--- src/rtl/wb_pkg.sv ---
// Shared types and sizes for the writeback stage: register-file geometry,
// result-source encoding and the holding-buffer entry layout.
package wb_pkg;

    localparam int unsigned XLEN       = 32;
    localparam int unsigned NREG       = 32;
    localparam int unsigned REG_ADDR_W = 5;

    typedef enum logic [1:0] {
        SRC_NONE,
        SRC_ALU,
        SRC_LSU,
        SRC_MDU
    } wb_src_e;

    typedef struct packed {
        logic                  valid;
        logic [REG_ADDR_W-1:0] rd;
        logic [XLEN-1:0]       data;
    } wb_entry_t;

endpackage

--- src/rtl/wb_hold_buf.sv ---
// One-entry valid/ready holding register for a long-latency result source.
// ready depends only on registered state; a drained entry refills next cycle.
module wb_hold_buf
    import wb_pkg::*;
(
    input  logic                  clk,
    input  logic                  rst_n,
    input  logic                  in_valid,
    input  logic [REG_ADDR_W-1:0] in_rd,
    input  logic [XLEN-1:0]       in_data,
    input  logic                  direct,
    input  logic                  pop,
    output logic                  ready,
    output wb_entry_t             entry
);

    logic push;

    assign ready = !entry.valid;
    // A handshake forwarded straight to the write port never occupies the entry.
    assign push  = in_valid && ready && !direct;

    always_ff @(posedge clk or negedge rst_n) begin
        if (!rst_n) begin
            entry <= '0;
        end else if (push) begin
            entry.valid <= 1'b1;
            entry.rd    <= in_rd;
            entry.data  <= in_data;
        end else if (pop) begin
            entry.valid <= 1'b0;
        end
    end

endmodule

--- src/rtl/wb_writer.sv ---
// Writeback merge of ALU, LSU and MDU results onto the single register-file
// write port, plus the pending-write scoreboard. Optional macro: WB_BYPASS_EN.
module wb_writer #(
    parameter int unsigned XLEN = 32,
    parameter int unsigned NREG = 32
) (
    input  logic                          clk,
    input  logic                          rst_n,
    input  logic                          alu_valid,
    input  logic [wb_pkg::REG_ADDR_W-1:0] alu_rd,
    input  logic [XLEN-1:0]               alu_data,
    input  logic                          lsu_valid,
    output logic                          lsu_ready,
    input  logic [wb_pkg::REG_ADDR_W-1:0] lsu_rd,
    input  logic [XLEN-1:0]               lsu_data,
    input  logic                          mdu_valid,
    output logic                          mdu_ready,
    input  logic [wb_pkg::REG_ADDR_W-1:0] mdu_rd,
    input  logic [XLEN-1:0]               mdu_data,
    input  logic                          issue_valid,
    input  logic [wb_pkg::REG_ADDR_W-1:0] issue_rd,
    output logic [NREG-1:0]               busy,
    output logic [wb_pkg::REG_ADDR_W-1:0] rf_rd,
    output logic [XLEN-1:0]               rf_result,
    output logic                          rf_reg_write
);

    import wb_pkg::*;

    wb_entry_t             lsu_buf;
    wb_entry_t             mdu_buf;
    logic                  lsu_direct;
    logic                  mdu_direct;
    logic                  lsu_pop;
    logic                  mdu_pop;
    logic                  rr_ptr;
    logic                  rr_ptr_next;
    wb_src_e               grant_src;
    logic [REG_ADDR_W-1:0] grant_rd;
    logic [XLEN-1:0]       grant_data;
    logic [NREG-1:0]       busy_next;

    wb_hold_buf u_lsu_buf (
        .clk      (clk),
        .rst_n    (rst_n),
        .in_valid (lsu_valid),
        .in_rd    (lsu_rd),
        .in_data  (lsu_data),
        .direct   (lsu_direct),
        .pop      (lsu_pop),
        .ready    (lsu_ready),
        .entry    (lsu_buf)
    );

    wb_hold_buf u_mdu_buf (
        .clk      (clk),
        .rst_n    (rst_n),
        .in_valid (mdu_valid),
        .in_rd    (mdu_rd),
        .in_data  (mdu_data),
        .direct   (mdu_direct),
        .pop      (mdu_pop),
        .ready    (mdu_ready),
        .entry    (mdu_buf)
    );

    // rr_ptr names the preferred source; after a contested grant it flips to the loser.
    always_comb begin
        grant_src   = SRC_NONE;
        lsu_direct  = 1'b0;
        mdu_direct  = 1'b0;
        rr_ptr_next = rr_ptr;
        if (alu_valid) begin
            grant_src = SRC_ALU;
        end else if (lsu_buf.valid && mdu_buf.valid) begin
            grant_src   = rr_ptr ? SRC_MDU : SRC_LSU;
            rr_ptr_next = !rr_ptr;
        end else if (lsu_buf.valid) begin
            grant_src = SRC_LSU;
        end else if (mdu_buf.valid) begin
            grant_src = SRC_MDU;
        end
`ifdef WB_BYPASS_EN
        else if (lsu_valid && mdu_valid) begin
            if (rr_ptr) begin
                grant_src  = SRC_MDU;
                mdu_direct = 1'b1;
            end else begin
                grant_src  = SRC_LSU;
                lsu_direct = 1'b1;
            end
            rr_ptr_next = !rr_ptr;
        end else if (lsu_valid) begin
            grant_src  = SRC_LSU;
            lsu_direct = 1'b1;
        end else if (mdu_valid) begin
            grant_src  = SRC_MDU;
            mdu_direct = 1'b1;
        end
`endif
        lsu_pop = (grant_src == SRC_LSU) && !lsu_direct;
        mdu_pop = (grant_src == SRC_MDU) && !mdu_direct;
    end

    always_comb begin
        grant_rd   = '0;
        grant_data = '0;
        unique case (grant_src)
            SRC_ALU: begin
                grant_rd   = alu_rd;
                grant_data = alu_data;
            end
            SRC_LSU: begin
                grant_rd   = lsu_direct ? lsu_rd   : lsu_buf.rd;
                grant_data = lsu_direct ? lsu_data : lsu_buf.data;
            end
            SRC_MDU: begin
                grant_rd   = mdu_direct ? mdu_rd   : mdu_buf.rd;
                grant_data = mdu_direct ? mdu_data : mdu_buf.data;
            end
            default: begin
                grant_rd   = '0;
                grant_data = '0;
            end
        endcase
    end

    // Set is applied after clear so a same-edge issue to the retiring rd keeps it busy.
    always_comb begin
        busy_next = busy;
        if (grant_src == SRC_LSU || grant_src == SRC_MDU)
            busy_next[grant_rd] = 1'b0;
        if (issue_valid && issue_rd != '0)
            busy_next[issue_rd] = 1'b1;
        busy_next[0] = 1'b0;
    end

    always_ff @(posedge clk or negedge rst_n) begin
        if (!rst_n) begin
            rf_reg_write <= 1'b0;
            rf_rd        <= '0;
            rf_result    <= '0;
            busy         <= '0;
            rr_ptr       <= 1'b0;
        end else begin
            rr_ptr       <= rr_ptr_next;
            busy         <= busy_next;
            rf_reg_write <= (grant_src != SRC_NONE) && (grant_rd != '0);
            if (grant_src != SRC_NONE) begin
                rf_rd     <= grant_rd;
                rf_result <= grant_data;
            end
        end
    end

endmodule

--- config.mk ---
export PLATFORM = sky130hd
export DESIGN_NAME = wb_writer
export DESIGN_NICKNAME = d
export VERILOG_FILES = /design/src/rtl/wb_pkg.sv /design/src/rtl/wb_hold_buf.sv /design/src/rtl/wb_writer.sv
export SDC_FILE = /design/constraint.sdc
export NUM_CORES = 1
export LEC_CHECK = 0
export CORE_ASPECT_RATIO = 0.9
export CORE_MARGIN = 2
export CORE_UTILIZATION = 35
export DETAILED_ROUTE_END_ITERATION = 10
export MAX_ROUTING_LAYER = met4
export PLACE_DENSITY = 0.73
export SYNTH_ARGS = -nofsm -noshare
export SYNTH_HDL_FRONTEND = slang
export SYNTH_SLANG_ARGS = --single-unit
--- constraint.sdc ---
create_clock -name clk -period 1.9 [get_ports clk]
set_clock_uncertainty 0.1 [all_clocks]
set_input_delay 0.38 -clock clk [delete_from_list [all_inputs] [get_ports clk]]
set_output_delay 0.38 -clock clk [all_outputs]
set_load 0.01 [all_outputs]
==> run summary, run 1 <==
Clk root buf - clkbuf_16
Mapped Nets - 644
Synth Register Bits - 146
Final Max Tran Viols - 0
Unrepaired setup endpoints after global routing - yes
Worst skew pair latency - 0.42 ns
Fin util - 54.8%
Synth area leader - dfrtp_1
Share of power burned in registers - 35.3%
Mapped Area - 6450 um2
Compound-cell area share of the yosys netlist - 15.5%
Largest cells by area after synthesis - dfrtp_1 (57%), mux2_2 (13%), a221oi_1 (4.3%)
Syn Area/Cell - 12.4 um2
Fill cells - 1,526
Synth cell count leaders - dfrtp_1 (146), mux2_2 (73), nand2_1 (38), nor2_1 (38)
Status - complete, but fails checks
Clk pin slew, worst setup/hold paths - 0.06 ns
Most used DFF post-synth - dfrtp_1
Adder-cell share of the synthesized area - 0%
Diodes inserted - 0
Via count - 5,347
RD Place Congestion - 0.819
Core ar. - 18,200 um2
Initial antenna violation count - 0
Required time of the critical path - 2.10 ns
Layout area overhead - 54.9%
Headroom to the max-slew limit - 66.5%
Mux cell area share after synthesis - 12.7%
Fmax - 0.519 GHz
P_leak - 4.11 nW
Tmin final - 1.93 ns
Least-Margin Pin Slew - 0.503 ns
Switching Fraction - 33.0%
Initial drt markers - 237
Finished layout cell area - 9980 um2
Synth Area in Simple Gates - 11.9%
DP Wirelength - 13,000 um
Vias per Instance - 5.16
Crit path arrival time - 2.13 ns
Remaining antenna violation count - 0
CTS Sinks - 146
Layout cells sized above 1 - 28.3%
CTS tree - done
MaxCap Viol Count - 0
Row Count - 47
Reg2reg path depth - 8
Part of the power in the clock network - 20.8%
Synthesis warning total - 0
Largest net degree at the start of global routing - 50
DP Worst Slack - -0.247 ns
Unique masters post-synth - 53
Xor and xnor area share after synthesis - 0.136%
Post-synth top area share - 56.7%
Post-synth EDFFs - 0
Input/output buffers - 192
Internal - 10.8 mW
# DRC - 0
Area after DPL - 9090 um2
CP Capture Type - flip-flop
Worst Hold Class - input port to async pin
Wirelength, routed - 19,000 um
Die Height - 133 um
Peak supply drop - 0.000770 V
Final Hold Viols - 0
R2r setup slk - -0.03 ns
Total global-route track usage - 20.2%
Seq/Total Area, Yosys - 56.7%
Comb pwr share - 43.9%
Placed insts - 984
Length of the first detailed-routing pass in iterations - 4
First-pass GRT wire length - 29,700 um
CP Class - flip-flop to flip-flop
P per Cell Area - 1610 nW/um2
Via count of the first global-routing pass - 5,455
NetSw - 5.31 mW
Largest family of logic cells by synthesized area - compound AO/OA/AOI/OAI gates
Failing checks - setup timing
Post-Layout Cell Count - 1,036
Synth Instances - 522
Total chip power - 16.1 mW
Final period util - 101%
Die ar. - 19,500 um2
Clock Path Buffers - 2
Boundary pin count - 194
Slack of the critical path - -0.0284 ns
H-tree level count - 4
CTS Buf Count - 17
Synth async-reset ratio - 100%
Routed len/inst - 18.3 um
Top-count cell post-synth - dfrtp_1
Die Width - 147 um
Effective utilization at floorplan - 35.4%
Critical path peak fanout - 6
Critical Path Source Type - flip-flop
Grt total ovfl - 0
Count of final setup violators - 10
Final Net Count - 900
==> layer usage <==
metal | wire length, um | GRT usage [%] | up-vias
li1 | - | - | 2448
met1 | 7910 | 25.7 | 2645
met2 | 9250 | 31.3 | 229
met3 | 1530 | 6.17 | 25
met4 | 279 | 5.98 | 0
met5 | 0 | - | -
==> cell families after synthesis <==
kind of cell | count (synthesis)
AND/OR/NAND/NOR | 141
multiplexers | 73
buffers and inverters | 43
AO/OA/AOI/OAI | 117
other | 1
XOR/XNOR | 1
flip-flops | 146
==> sequential cells by signal, summed over array words and instances, names as in the netlist <==
| signal | flops |
|---|---|
| busy | 31 |
| rf_rd | 5 |
| rf_reg_write | 1 |
| rf_result | 32 |
| rr_ptr | 1 |
| u_lsu_buf.entry | 38 |
| u_mdu_buf.entry | 38 |
==> placed cells by master, fill, tap and decap left out, types with 16 or more instances in the layout <==
master           instances
clkbuf_16               17
nor2_1                  38
buf_4                   50
nand3_1                 24
buf_6                   16
clkdlybuf4s50_1        186
a221oi_1                32
a21oi_1                 32
dfrtp_1                144
nand2_1                 38
mux2_2                  73
==> critical path, cell delays in order, from the launching register on <==
cell      delay (ns)
dfrtp_2         0.47
nor2b_4         0.23
nor3_4          0.08
a221oi_4        0.29
buf_12          0.16
buf_8           0.11
buf_6           0.10
nand3_2         0.06
a22o_1          0.21
==> what timing repair did <==
action                     CTS  global route
setup endpoints to repair   25            65
cloned                       0             0
hold endpoints to repair    43             0
buffers inserted             6            15
resized for setup           16            28
hold buffers                 1             0
pin swaps                   11            19
==> power groups by stage <==
stage	Combinational [mW]	Sequential [mW]	Clock, mW
6_report	7.06	5.67	3.35
5_1_grt	7.56	5.87	3.56
4_1_cts	6.72	5.69	3.42
3_5_place_dp	6.54	5.70	0
3_3_place_gp	6.40	5.66	0
2_1_floorplan	3.05	5.83	0
==> final timing paths <==
path                          start             to
max                          rr_ptr        busy[2]
min                           rst_n  rf_result[26]
max reg2reg                  rr_ptr        busy[2]
min reg2reg                busy[26]       busy[26]
max in group asynchronous     rst_n       busy[21]
min in group clk           busy[26]       busy[26]
==> area by class of cell <==
| type | instances | area [um2] | share of cell area (%) |
|---|---|---|---|
| Clock inverter | 11 | 128 | 1.28 |
| Timing Repair Buffer | 268 | 2680 | 26.8 |
| Tap cell | 245 | 307 | 3.07 |
| Sequential cell | 146 | 3660 | 36.6 |
| Multi-Input combinational cell | 333 | 2710 | 27.2 |
| Inverter | 12 | 45.0 | 0.451 |
| Clock buffer | 21 | 460 | 4.61 |
==> metrics by stage <==
step | hold slack [ns] | setup TNS (ns)
CTS | 0.383 | -0.293
finish | 0.388 | -0.113
global placement | 0.268 | -3.02
detailed placement | 0.269 | -4.27
floorplan | -0.0156 | 0
global route | 0.403 | -1.77
(Power assumes the default switching activity.)
==> run 2: changes to the inputs <==
--- a/config.mk
+++ b/config.mk
@@ -9,8 +9,10 @@
 export CORE_MARGIN = 2
 export CORE_UTILIZATION = 35
 export DETAILED_ROUTE_END_ITERATION = 10
+export GPL_TIMING_DRIVEN = 1
 export MAX_ROUTING_LAYER = met4
-export PLACE_DENSITY = 0.73
+export PLACE_DENSITY = 0.7
+export RECOVER_POWER = 50
 export SYNTH_ARGS = -nofsm -noshare
 export SYNTH_HDL_FRONTEND = slang
 export SYNTH_SLANG_ARGS = --single-unit
==> constraint.sdc (replaced) <==
create_clock -name clk -period 2.4 [get_ports clk]
set_clock_uncertainty 0.1 [all_clocks]
set_input_delay 0.48 -clock clk [delete_from_list [all_inputs] [get_ports clk]]
set_output_delay 0.48 -clock clk [all_outputs]
set_load 0.01 [all_outputs]
==> run 2 against run 1 <==
Net effect: the run now ends clean; wire length decreased by 3.9%; flip-flop and latch count unchanged; hold slack lost 0.0029 ns; clock power fell by 19%; utilization fell by 3.6 points; sequential power shrank 21%; total power decreased by 26%; design area shrank 6.6%; sequential share of layout area rose by 2.6 points; critical path type is now flip-flop to primary output; highest routed layer unchanged.
==> run summary, run 2 (synthesis results as in run 1) <==
Worst Hold Depth - 2
Bufs and invs on worst path - 2
Boundary pin count - 194
Critical Path Source Type - flip-flop
Largest delay share family, worst path - buffers and inverters
DP Wirelength - 13,100 um
Effective utilization at floorplan - 35.4%
Met3 usage - 5.66%
Final period util - 91.1%
Crit path arrival time - 1.61 ns
Grt total ovfl - 0
Die Height - 133 um
Count of final setup violators - 0
Peak supply drop - 0.000607 V
H-tree level count - 4
Row Count - 47
Clock Path Buffers - 2
Total global-route track usage - 20.0%
Die Width - 147 um
Reg2reg path depth - 5
Wirelength, routed - 18,200 um
Clk pin slew, worst setup/hold paths - 0.06 ns
Final Hold Viols - 0
Unrepaired setup endpoints after global routing - no
Length of the first detailed-routing pass in iterations - 4
Hold_sp - rf_rd[2]
RD Place Congestion - 0.833
Grt met1 use - 24.5%
Via count - 5,121
Critical path depth - 2
R2r setup slk - 0.23 ns
Initial antenna violation count - 0
CTS Sinks - 146
CP max stage cell - clkdlybuf4s50_1
Fin util - 51.2%
Worst stage delay on the critical path - 0.60 ns
Core ar. - 18,200 um2
Required time of the critical path - 1.82 ns
Worst skew pair latency - 0.42 ns
Final Max Tran Viols - 0
Critical path peak fanout - 5
Total chip power - 12.0 mW
Setup TNS - 0 ns
Hold WS - 0.385 ns
P_leak - 3.76 nW
Final Net Count - 848
Layout area overhead - 44.7%
Postcts setup bufs - 0
Layout cells sized above 1 - 20.7%
Clk root buf - clkbuf_16
CP Capture Type - primary output
Tmin final - 2.19 ns
Worst R2R End - busy[4]
Status - finished, final reports clean
Remaining antenna violation count - 0
MaxCap Viol Count - 0
Least-Margin Pin Slew - 1.08 ns
Busiest layer in global routing - met2
P per Cell Area - 1280 nW/um2
CP cell instances - inv_2 -> clkdlybuf4s50_1
CTS tree - done
Headroom to the max-slew limit - 28.1%
End of the worst hold path - rf_rd[2]
Diodes inserted - 0
First-pass GRT wire length - 29,800 um
Worst Hold Class - flip-flop to flip-flop
Most common cell after layout, fill and taps aside - clkdlybuf4s50_1
Top Registers - u_lsu_buf.entry: 38 flops, u_mdu_buf.entry: 38 flops, rf_result: 32 flops
Via count of the first global-routing pass - 5,513
# DRC - 0
Input/output buffers - 192
Routed len/inst - 18.5 um
Grt met2 use - 32.4%
Vias per Instance - 5.20
Fmax - 0.457 GHz
Initial drt markers - 166
Reg-to-reg critical path startpoint - rr_ptr
CTS Buf Count - 17
Most frequent cells in the layout - clkdlybuf4s50_1 (188), dfrtp_1 (146), mux2_2 (73)
Largest net degree at the start of global routing - 67
Die ar. - 19,500 um2
CP Class - flip-flop to primary output
run 2: cell count changes in the layout (fill, tap and decap cells not counted), sizes merged:
| cell | previous run | this run |
|---|---|---|
| buf | 79 | 20 |
| clkinvlp | 3 | 2 |
| clkdlybuf4s50 | 186 | 188 |
| dlygate4sd3 | 1 | 2 |
| dlymetal6s2s | 2 | 1 |
| clkbuf | 21 | 23 |
| inv | 14 | 18 |
run 2: through the flow:
stage	cell area, um2	instances	worst slack, ns
floorplan	6450	522	0.379
global route	9330	984	0.0645
CTS	9380	984	0.0345
finish	9330	984	0.213
global placement	8760	951	0.200
detailed placement	8760	951	0.155
run 2: per-layer routing:
layer | routed length, um | vias to the layer above | part of all wire [%]
li1 | - | 2336 | -
met5 | 0 | - | 0
met2 | 9050 | 172 | 50
met4 | 227 | 0 | 1.2
met1 | 7820 | 2595 | 43
met3 | 1130 | 18 | 6.2
run 2: timing repair:
action | CTS | global route
endpoints found under the hold margin | 38 | 0
gates resized for setup | 0 | 1
endpoints found under the setup margin | 0 | 1
hold buffers | 1 | 0
run 2: cell type report:
cell class                      instances  area, um2
Fill cell                            1580       8900
Sequential cell                       146       3650
Multi-Input combinational cell        333       2600
Timing Repair Buffer                  216       2110
Clock buffer                           18        439
Tap cell                              245        307
Clock inverter                         14        168
Inverter                               12       45.0
run 2: worst max path at each step:
stage | slack, ns | to | startpoint
2_1_floorplan | 0.38 | rf_reg_write | alu_valid
3_3_place_gp | 0.20 | busy[8] | alu_valid
3_5_place_dp | 0.15 | busy[4] | alu_rd[4]
4_1_cts | 0.03 | lsu_ready | u_lsu_buf.entry[37]
5_1_grt | 0.06 | busy[28] | u_mdu_buf.entry[37]
6_report | 0.21 | mdu_ready | u_mdu_buf.entry[37]
run 2: worst min-delay path, cell delays in order, from the launching register on:
cell and delay, ns:
dfrtp_1 0.34, nand2_1 0.05, nand2_1 0.06
run 2: power breakdown:
part | internal (mW) | switching (mW) | total (mW) | leakage (nW)
logic | 2.62 | 2.14 | 4.76 | 1.74
clock network | 1.59 | 1.13 | 2.72 | 0.292
registers | 3.71 | 0.772 | 4.48 | 1.73
total | 7.92 | 4.04 | 12.0 | 3.76
